`config.mk`:
```
export PLATFORM = sky130hd
export DESIGN_NAME = fft_r2sdf_stage
export DESIGN_NICKNAME = d
export VERILOG_FILES = /design/src/rtl/fft_pkg.sv /design/src/rtl/fft_r2sdf_stage_bfly.sv /design/src/rtl/fft_r2sdf_stage.sv
export SDC_FILE = /design/constraint.sdc
export NUM_CORES = 1
export LEC_CHECK = 0
export BUFFER_PORTS_ARGS = -buffer_cell sky130_fd_sc_hd__buf_4
export CAP_MARGIN = 25
export CORE_ASPECT_RATIO = 2
export CORE_UTILIZATION = 55
export DETAILED_ROUTE_END_ITERATION = 8
export PLACE_DENSITY_LB_ADDON = 0.15
export SLEW_MARGIN = 20
export SYNTH_ARGS = -nofsm -noshare
export SYNTH_HDL_FRONTEND = slang
export SYNTH_HIERARCHICAL = 1
export SYNTH_SLANG_ARGS = --single-unit
```
`constraint.sdc`:
```
create_clock -name clk -period 11.73 [get_ports clk]
set_input_delay 1.173 -clock clk [delete_from_list [all_inputs] [get_ports clk]]
set_output_delay 1.173 -clock clk [all_outputs]
set_load 0.01 [all_outputs]
```
`src/rtl/fft_pkg.sv`:
```
// Shared FFT datapath types and helpers: complex sample type, ceil-log2, default width.
package fft_pkg;

  localparam int FFT_DATA_WIDTH_DEF = 16;

  typedef struct packed {
    logic signed [FFT_DATA_WIDTH_DEF-1:0] re;
    logic signed [FFT_DATA_WIDTH_DEF-1:0] im;
  } cplx_t;

  function automatic int clog2(input int value);
    int r;
    r = 0;
    for (int i = 0; i < 31; i++) begin
      if ((1 << i) < value) r = i + 1;
    end
    return r;
  endfunction

endpackage

```
`src/rtl/fft_r2sdf_stage_bfly.sv`:
```
// Butterfly_Radix2: combinational radix-2 butterfly, sum and difference wrap to DataWidth.
module Butterfly_Radix2 #(
  parameter int DataWidth = 16
) (
  input  logic signed [DataWidth-1:0] a_re,
  input  logic signed [DataWidth-1:0] a_im,
  input  logic signed [DataWidth-1:0] b_re,
  input  logic signed [DataWidth-1:0] b_im,
  output logic signed [DataWidth-1:0] sum_re,
  output logic signed [DataWidth-1:0] sum_im,
  output logic signed [DataWidth-1:0] diff_re,
  output logic signed [DataWidth-1:0] diff_im
);

  assign sum_re  = a_re + b_re;
  assign sum_im  = a_im + b_im;
  assign diff_re = a_re - b_re;
  assign diff_im = a_im - b_im;

endmodule

```
`src/rtl/fft_r2sdf_stage.sv`:
```
// Radix-2 DIF single-path delay-feedback FFT stage wrapping Butterfly_Radix2.
// Optional macro FFT_STAGE_SCALE_EN: halve butterfly operands (floor) for per-stage 1/2 scaling.
module fft_r2sdf_stage
  import fft_pkg::*;
#(
  parameter int DataWidth = FFT_DATA_WIDTH_DEF,
  parameter int Depth     = 8
) (
  input  logic                        clk,
  input  logic                        rst_n,
  input  logic                        in_valid,
  input  logic signed [DataWidth-1:0] in_re,
  input  logic signed [DataWidth-1:0] in_im,
  input  logic                        flush,
  output logic                        out_valid,
  output logic signed [DataWidth-1:0] out_re,
  output logic signed [DataWidth-1:0] out_im,
  output logic                        out_is_diff
);

  localparam int AW = clog2(Depth);

  typedef struct packed {
    logic signed [DataWidth-1:0] re;
    logic signed [DataWidth-1:0] im;
  } cplx_w_t;

  logic [AW:0]   cnt;
  logic          primed;
  cplx_w_t       dl [Depth];

  logic          adv;
  logic          phase;
  logic          emit;
  logic [AW-1:0] addr;
  cplx_w_t       sample;
  cplx_w_t       head;
  cplx_w_t       x0;
  cplx_w_t       x1;
  cplx_w_t       y0;
  cplx_w_t       y1;

  assign adv       = in_valid | flush;
  assign phase     = cnt[AW];
  assign addr      = cnt[AW-1:0];
  assign emit      = adv & (phase | primed);
  assign sample.re = in_valid ? in_re : '0;
  assign sample.im = in_valid ? in_im : '0;
  assign head      = dl[addr];

`ifdef FFT_STAGE_SCALE_EN
  assign x0.re = head.re >>> 1;
  assign x0.im = head.im >>> 1;
  assign x1.re = sample.re >>> 1;
  assign x1.im = sample.im >>> 1;
`else
  assign x0 = head;
  assign x1 = sample;
`endif

  Butterfly_Radix2 #(.DataWidth(DataWidth)) u_bfly (
    .a_re    (x0.re),
    .a_im    (x0.im),
    .b_re    (x1.re),
    .b_im    (x1.im),
    .sum_re  (y0.re),
    .sum_im  (y0.im),
    .diff_re (y1.re),
    .diff_im (y1.im)
  );

  // Delay line needs no reset: primed keeps stale entries from ever reaching the output.
  always_ff @(posedge clk) begin
    if (adv) dl[addr] <= phase ? y1 : sample;
  end

  always_ff @(posedge clk or negedge rst_n) begin
    if (!rst_n) begin
      cnt         <= '0;
      primed      <= 1'b0;
      out_valid   <= 1'b0;
      out_re      <= '0;
      out_im      <= '0;
      out_is_diff <= 1'b0;
    end else begin
      out_valid <= emit;
      if (adv) begin
        cnt <= cnt + 1'b1;
        if (phase) primed <= 1'b1;
      end
      if (emit) begin
        out_re      <= phase ? y0.re : head.re;
        out_im      <= phase ? y0.im : head.im;
        out_is_diff <= ~phase;
      end
    end
  end

endmodule

```
# Yosys cells after proc, flatten, opt, wreduce, memory -nomap -nowiden
# Memory sizes are Yosys's and may differ from the RTL's.
# Cells that the tools add are included.
# word_totals
ff_bits	39
mem_bits_rw	256
inputBits	36
out_inout_bits	34
elab_cells	24
n_memories	1
# mem_list
name	depth	word_bits	rd	rd_ports_with_merged_regs	wr	line	rtl
dl	8	32	1	0	1	fft_r2sdf_stage.sv:30	cplx_w_t dl [Depth];
# classes
n_addsub	5
mux	7
bitwise	4
reduce_logical	1
# op_table
operator	count
$mux 16	4
$add 16x16->16	2
$mux 32	1
$sub 16x16->16	2
$add 4x1->4 const B	1
$mux 1	2
$or 1x1->1	2
$reduce_and 2->1	1
$and 1x1->1	1
$not 1->1	1

# Longest topological paths before layout
# Gate-level depths: netlist (run 1).
# depth
depth_word	3
depth_mapped	16
depth_no_buf	13

# By module
# Netlist (run 1), hierarchy kept.
# by_module_without_submodules
mod	n_inst	cells_per_inst	area_per_inst_um2	seq_area_each_um2
fft_r2sdf_stage	1	702	12431.9	8663.3
Butterfly_Radix2	1	444	3138.0	0.0

# Worst setup path after synthesis (run 1)
# Ideal clock, no wire load.
# synth_path
kind	input-to-reg
start	input port in_valid
end	memory dl[0][0] (netlist bit) (enable)
setup_time_ns	0.501
arrival_ns	4.306
t_required_ns	11.229
setup_slack_ns	6.923
stages	2
n_path_buf	0
path_cell_list	nor2_2 nor4_1
# synth_between
elab_chain_len	3
# synth_rtl
element	line	rtl
start, declared	fft_r2sdf_stage.sv:11	input logic in_valid,
$or 1x1->1	fft_r2sdf_stage.sv:43	assign adv = in_valid | flush;
$mux 1 (2 in a row)	fft_r2sdf_stage.sv:74	if (adv) dl[addr] <= phase ? y1 : sample;
end, declared	fft_r2sdf_stage.sv:30	
# No other way between the ends.

==> results.toml, run 1 <==
[cts]
cts_resized = 0
cts_made_buffers = 27
cts_buffer_depth = 3
cts_root_buffer = "clkbuf_16"
cts_tree = "yes"
h-tree-depth = 1
path_clk_slew_ns = 0.07
worstSkewPairLatency_ns = 0.56
post_cts_buffers = 0
hold_buffers = 0
clkSinkCount = 295

[yosys]
ys_seq_elements = 295
synth_top_family_by_area = "compound AO/OA/AOI/OAI gates"
async_reset_ff_frac = 0.132
avgSynthCellArea_um2 = 13.6
synth_top_area_frac = 0.494
synth_xor_xnor_area_share = 0.0293
ys_seq_area_frac = 0.556
synth_mux_area_frac = 0.107
yosysWarnings = 6
synth_adder_area_share = 0.0542
synth_fp_nets = 1247
synth_edf_count = 256
synthCells = 1146
synthDistinctLibCells = 68
yosys.area_share.simple = 0.0584
synth_compound_area_frac = 0.147
ys_top_cells_by_count = "edfxtp_1, mux2i_1, ha_1"
yosysMostFrequentCell = "edfxtp_1"
synth_top_cell_by_area = "edfxtp_1"
synth_area_um2 = 15600
netlist_top_cells_area = "edfxtp_1, mux2i_1, dfrtp_1, ha_1, o221ai_2"
synth_flop_cell = "edfxtp_1"

[setup_path]
cp.required_ns = 12.01
endpoint_kind = "flop"
cp_max_fo = 45
cp.arrival_ns = 5.61
path_class = "flop to flop"
r2r-end = "dl[2][11]$_DFFE_PP_"
worst_setup_path_start_kind = "flop"
rr_worst_depth = 14
r2r_slack_ns = 6.39
r2r_start = "cnt[0]$_DFFE_PN0N_"

[final_layout]
layout-drive-gt1-share = 0.196
syn2layout_area_growth_pct = 10.4
nets = 1292
register_area_um2 = 8670
multi_input_area_um2 = 6210
antenna_cells_inserted = 0
nFillCells = 2074

[run_status]
status = "complete, no violations"

[detailed_routing]
ant_nets = 0
first_pass_iters = 5
wirelength_um = 37200
drt_iter0_drc = 505
post_drt_wl_per_cell_um = 23.8
vias = 9750
drc = 0
avgViaCountPerCell = 6.23

[timing]
skew_ns = 0.0164
finalSetupViolCount = 0
tightest_slew_ns = 0.747
period_needed_ns = 5.34
period_share = 0.455
slew_headroom = 0.502
max_freq_mhz = 187
hold_viol_final = 0
rsz0062_at_grt = "false"
slew_viol_final = 0
fin_tns_setup_ns = 0

[placement]
hpwlAfterDp_um = 24200
gp_routability_congestion = 0.907
numPortBuffers = 69

[global_route]
grt_pass1_wl_um = 57000
overflow = 0
antenna_found_initial = 0
grt_pass1_vias = 10100
track_usage = 0.263
grt_max_degree = 65

[hold_path]
hold_depth = 2
hold_start = "out_is_diff$_DFFE_PN0P_"
min_path_type = "flop to flop"
whs_endpoint = "out_is_diff$_DFFE_PN0P_"

[floorplanning]
design.die.area_um2 = 29000
die_x_um = 121
start_util = 0.563
ios = 70
core_area_um2 = 27700
fp.dieH_um = 240
rows = 86

[job]
maxCapViolations = 0
## final cells by class
type / instances / share of cell area
clock buffers: 30 / 0.0399
clock inverters: 20 / 0.0119
inverters: 63 / 0.0138
multi-input cells: 710 / 0.361
flip-flops and latches: 295 / 0.504
well taps: 352 / 0.0256
repair buffers: 94 / 0.0434
## cell usage in the layout, fill, tap and decap left out, types with 7 or more instances in the layout
master,count
nand2_1,24
a21oi_1,42
o221ai_2,32
nand2b_1,15
o21bai_1,9
edfxtp_1,256
nor2_1,38
a41o_1,32
a22o_1,33
and2_1,32
o21ai_0,16
xnor2_1,47
nand3_1,10
o21a_1,7
mux2_2,32
inv_1,58
nor2b_1,14
dfrtp_1,38
o22a_1,32
mux2i_1,130
clkbuf_16,27
buf_4,92
ha_1,61
## per-stage QoR
step	hold WS (ns)	worst slack [ns]	std cells	instance area, um2	utilization
finish	0.504	6.39	1564	17200	0.622
global route	0.548	6.07	1564	17200	0.622
CTS	0.509	6.12	1563	17200	0.621
detailed placement	0.490	6.15	1513	16300	0.589
global placement	0.483	6.31	1512	16200	0.588
floorplan	0.529	6.92	1146	15600	-
## worst max-delay path by stage
| stage | start | end | slack (ns) | cells after the start |
|---|---|---|---|---|
| finish | cnt[0]$_DFFE_PN0N_ | dl[2][11]$_DFFE_PP_ | 6.39 | 14 |
| global route | cnt[0]$_DFFE_PN0N_ | out_im[14]$_DFFE_PN0P_ | 6.07 | 16 |
| CTS | cnt[0]$_DFFE_PN0N_ | dl[2][14]$_DFFE_PP_ | 6.12 | 15 |
| detailed placement | cnt[0]$_DFFE_PN0N_ | dl[2][14]$_DFFE_PP_ | 6.15 | 15 |
| global placement | cnt[0]$_DFFE_PN0N_ | dl[0][14]$_DFFE_PP_ | 6.31 | 15 |
| floorplan | in_valid | dl[0][0]$_DFFE_PP_ | 6.92 | 2 |
## critical path, stage by stage (launching register included)
cell,delay (ns)
dfrtp_4,0.76
buf_4,0.66
buf_4,0.49
buf_16,0.33
mux2i_1,0.25
o22a_1,0.19
o221ai_2,0.16
ha_1,0.36
nor2b_1,0.15
o31a_1,0.33
o2111ai_1,0.40
nand2_1,0.21
a21oi_1,0.25
xnor2_1,0.08
mux2_2,0.34
## kinds of logic (layout without fill, tap and decap cells)
group / after synthesis / count (layout)
flip-flops: 295 / 295
AO/OA/AOI/OAI: 258 / 258
AND/OR/NAND/NOR: 173 / 173
multiplexers: 162 / 162
buffers and inverters: 141 / 207
adder cells (fa/ha/maj): 65 / 65
XOR/XNOR: 52 / 52
## registers in the layout (all words and copies together), names as in the netlist
register     count
out_im          16
out_is_diff      1
out_valid        1
dl             256
cnt              4
primed           1
out_re          16
## metal layers
metal / GRT usage / up-vias / part of all wire
li1: - / 4461 / -
met1: 0.302 / 4881 / 0.38
met2: 0.490 / 310 / 0.54
met3: 0.0213 / 98 / 0.038
met4: 0.120 / 0 / 0.040
met5: 0 / - / 0
Power of run 1 is left out: the tool's default activity adds up to more than one toggle a clock period on the data nets, which glitch-free logic cannot reach.
==> inputs of run 2 (changes only) <==
ABC_AREA = 1   (was unset)
clock period = 4.6 ns   (was 11.73 ns; I/O delays follow)
==> results.toml, run 2 <==
[cts]
clkSinkCount = 295
hold_buffers = 1
cts_resized = 0
h-tree-depth = 1
cts_made_buffers = 27
path_clk_slew_ns = 0.07
worstSkewPairLatency_ns = 0.55
cts_tree = "yes"
cts_root_buffer = "clkbuf_16"
cts_buffer_depth = 3
post_cts_buffers = 0

[power_and_ir_drop]
vdd_drop_max_mv = 0.413
p_per_area_nw_per_um2 = 831
p_leak_uw = 0.00990

[setup_path]
path_class = "flop to flop"
rr_worst_depth = 15
worst_setup_path_start_kind = "flop"
cp_max_fo = 56
cp_slowest_cell = "dfrtp_4"
endpoint_kind = "flop"
cp.arrival_ns = 4.10
max_stage_delay_ns = 0.56
crit_top_cell = "nand2_1"
critical-path-top-delay-family = "simple AND/OR/NAND/NOR gates"
cp.depth = 15
path_cells = "buf_4 > nand2_1 > nand3_1 > nand2_1 > nor2_1 > inv_1 > ha_1 > inv_2 > nor3_2 > and2_1 > nand2_1 > nand3_1 > nand2_1 > nand2_1 > o21ai_0"
crit_buf_inv = 3
cp.required_ns = 4.79

[timing]
fin_ws_ns = 0.692
hold_viol_final = 0
fin_tns_setup_ns = 0
tightest_slew_ns = 0.977
skew_ns = 0.0134
worst_hold_slack_ns = 0.464
rsz0062_at_grt = "false"
slew_viol_final = 0
period_needed_ns = 3.91
finalSetupViolCount = 0
max_freq_mhz = 256
period_share = 0.850
slew_headroom = 0.341

[yosys]
ys_seq_area_frac = 0.499
ys_top_cells_by_count = "nand2_1, inv_1, edfxtp_1"
yosysWarnings = 6
synth_edf_count = 256
synth_flop_cell = "edfxtp_1"
synth_top_area_frac = 0.443
netlist_top_cells_area = "edfxtp_1, nand2_1, inv_1, dfrtp_1, nand3_1"
async_reset_ff_frac = 0.132
synth_fp_nets = 2308
yosysMostFrequentCell = "nand2_1"
synthCells = 2207
ys_seq_elements = 295
synthDistinctLibCells = 33
avgSynthCellArea_um2 = 7.87
synth_area_um2 = 17400
synth_top_cell_by_area = "edfxtp_1"

[detailed_routing]
drt_iter0_drc = 830
wirelength_um = 46100
routed-wl-met2_um = 24800
vias = 13800
drc = 0
wl_met1_um = 16100
avgViaCountPerCell = 5.12
top_layer_used = "met4"
post_drt_wl_per_cell_um = 17.2
first_pass_iters = 6
wl_met3_um = 2190
ant_nets = 0

[global_route]
grt_max_degree = 58
overflow = 0
grt_pass1_wl_um = 70200
grt_pass1_vias = 13500
track_usage = 0.291
antenna_found_initial = 0

[hold_path]
min_path_type = "input port to flop"
hold_depth = 3

[floorplanning]
ios = 70
design.die.area_um2 = 32300
fp.dieH_um = 253
start_util = 0.561
core_area_um2 = 31000
rows = 91
die_x_um = 128

[final_layout]
largest_reg_flops = 256
largestRegisters = "dl: 256 flops, out_im: 16 flops, out_re: 16 flops"
layout_commonest_cell = "nand2_1"
antenna_cells_inserted = 0
top_register = "dl"
final_cell_mix = "nand2_1, inv_1, edfxtp_1"
nets = 2349
final_cell_area_um2 = 19100
final_core_util = 0.617
layout-drive-gt1-share = 0.0838
syn2layout_area_growth_pct = 10.1

[job]
maxCapViolations = 0

[placement]
postPlaceCellArea_um2 = 18100
gp_routability_congestion = 0.953
hpwlAfterDp_um = 31800
numPortBuffers = 69
place_ws_ns = 0.732

[run_status]
status = "complete, no violations"
-- run 2: cell types whose count changed in the layout (fill, tap and decap cells not counted), sizes merged, moves of 25 or more --
cell and change:
nand2 +767, inv +418, nand3 +167, mux2i -130, nor2 +118, xnor2 -39, a22o -33, o221ai -33
a41o -32, mux2 -32, o22a -32, and2 -25
-- run 2: layer usage --
metal	vias to the layer above	global-route usage
met5	-	0
met4	0	0.187
met3	151	0.0353
met2	444	0.554
met1	6406	0.293
li1	6753	-
-- run 2: kinds of logic after synthesis --
group,count (synthesis),share of synthesized area
adders and majority gates,65,0.0486
buffers and inverters,574,0.140
DFF,295,0.499
xor gates and xnor gates,32,0.0161
and+or+nand+nor,1158,0.270
AOI/OAI and AO/OA,83,0.0268
-- run 2: layout make-up --
type / count / area [um2]
fill: 2732 / 11900
sequential: 295 / 8670
multi-input combinational: 1338 / 6330
inverter: 483 / 1810
timing repair buffer: 103 / 833
clock buffer: 33 / 698
tap: 418 / 523
clock inverter: 16 / 248
-- run 2: path summary, 6_finish.rpt --
check	slack (ns)	start	end
setup / recovery	0.69	cnt[0]$_DFFE_PN0N_	dl[0][30]$_DFFE_PP_
hold / removal	0.46	flush	cnt[1]$_DFFE_PN0N_
setup reg to reg	0.69	cnt[0]$_DFFE_PN0N_	dl[0][30]$_DFFE_PP_
hold reg to reg	0.48	out_im[3]$_DFFE_PN0P_	out_im[3]$_DFFE_PN0P_
max in group asynchronous	3.58	rst_n	cnt[0]$_DFFE_PN0N_
min in group asynchronous	0.49	rst_n	out_im[13]$_DFFE_PN0P_
-- run 2: worst reg2reg max path, stage by stage (launching register included) --
cell,delay [ns]
dfrtp_4,0.56
buf_4,0.57
nand2_1,0.13
nand3_1,0.11
nand2_1,0.06
nor2_1,0.26
inv_1,0.11
ha_1,0.56
inv_2,0.19
nor3_2,0.30
and2_1,0.16
nand2_1,0.09
nand3_1,0.10
nand2_1,0.06
nand2_1,0.05
o21ai_0,0.25
-- run 2: stage by stage --
step	total power, uW	instances
final	15900	2686
after CTS	15800	2684
after global routing	17000	2686
after detailed placement	13300	2634
after global placement	13200	2634
after floorplan	11000	2207
-- run 2: where the power goes --
group          internal [uW]  total [uW]  switching (uW)  leakage, uW
Clock                   1430        2440            1010     0.000453
Combinational           2580        8600            6020      0.00662
Sequential              4550        4840             291      0.00283
Total                   8550       15900            7320      0.00990
(Power assumes the default switching activity.)
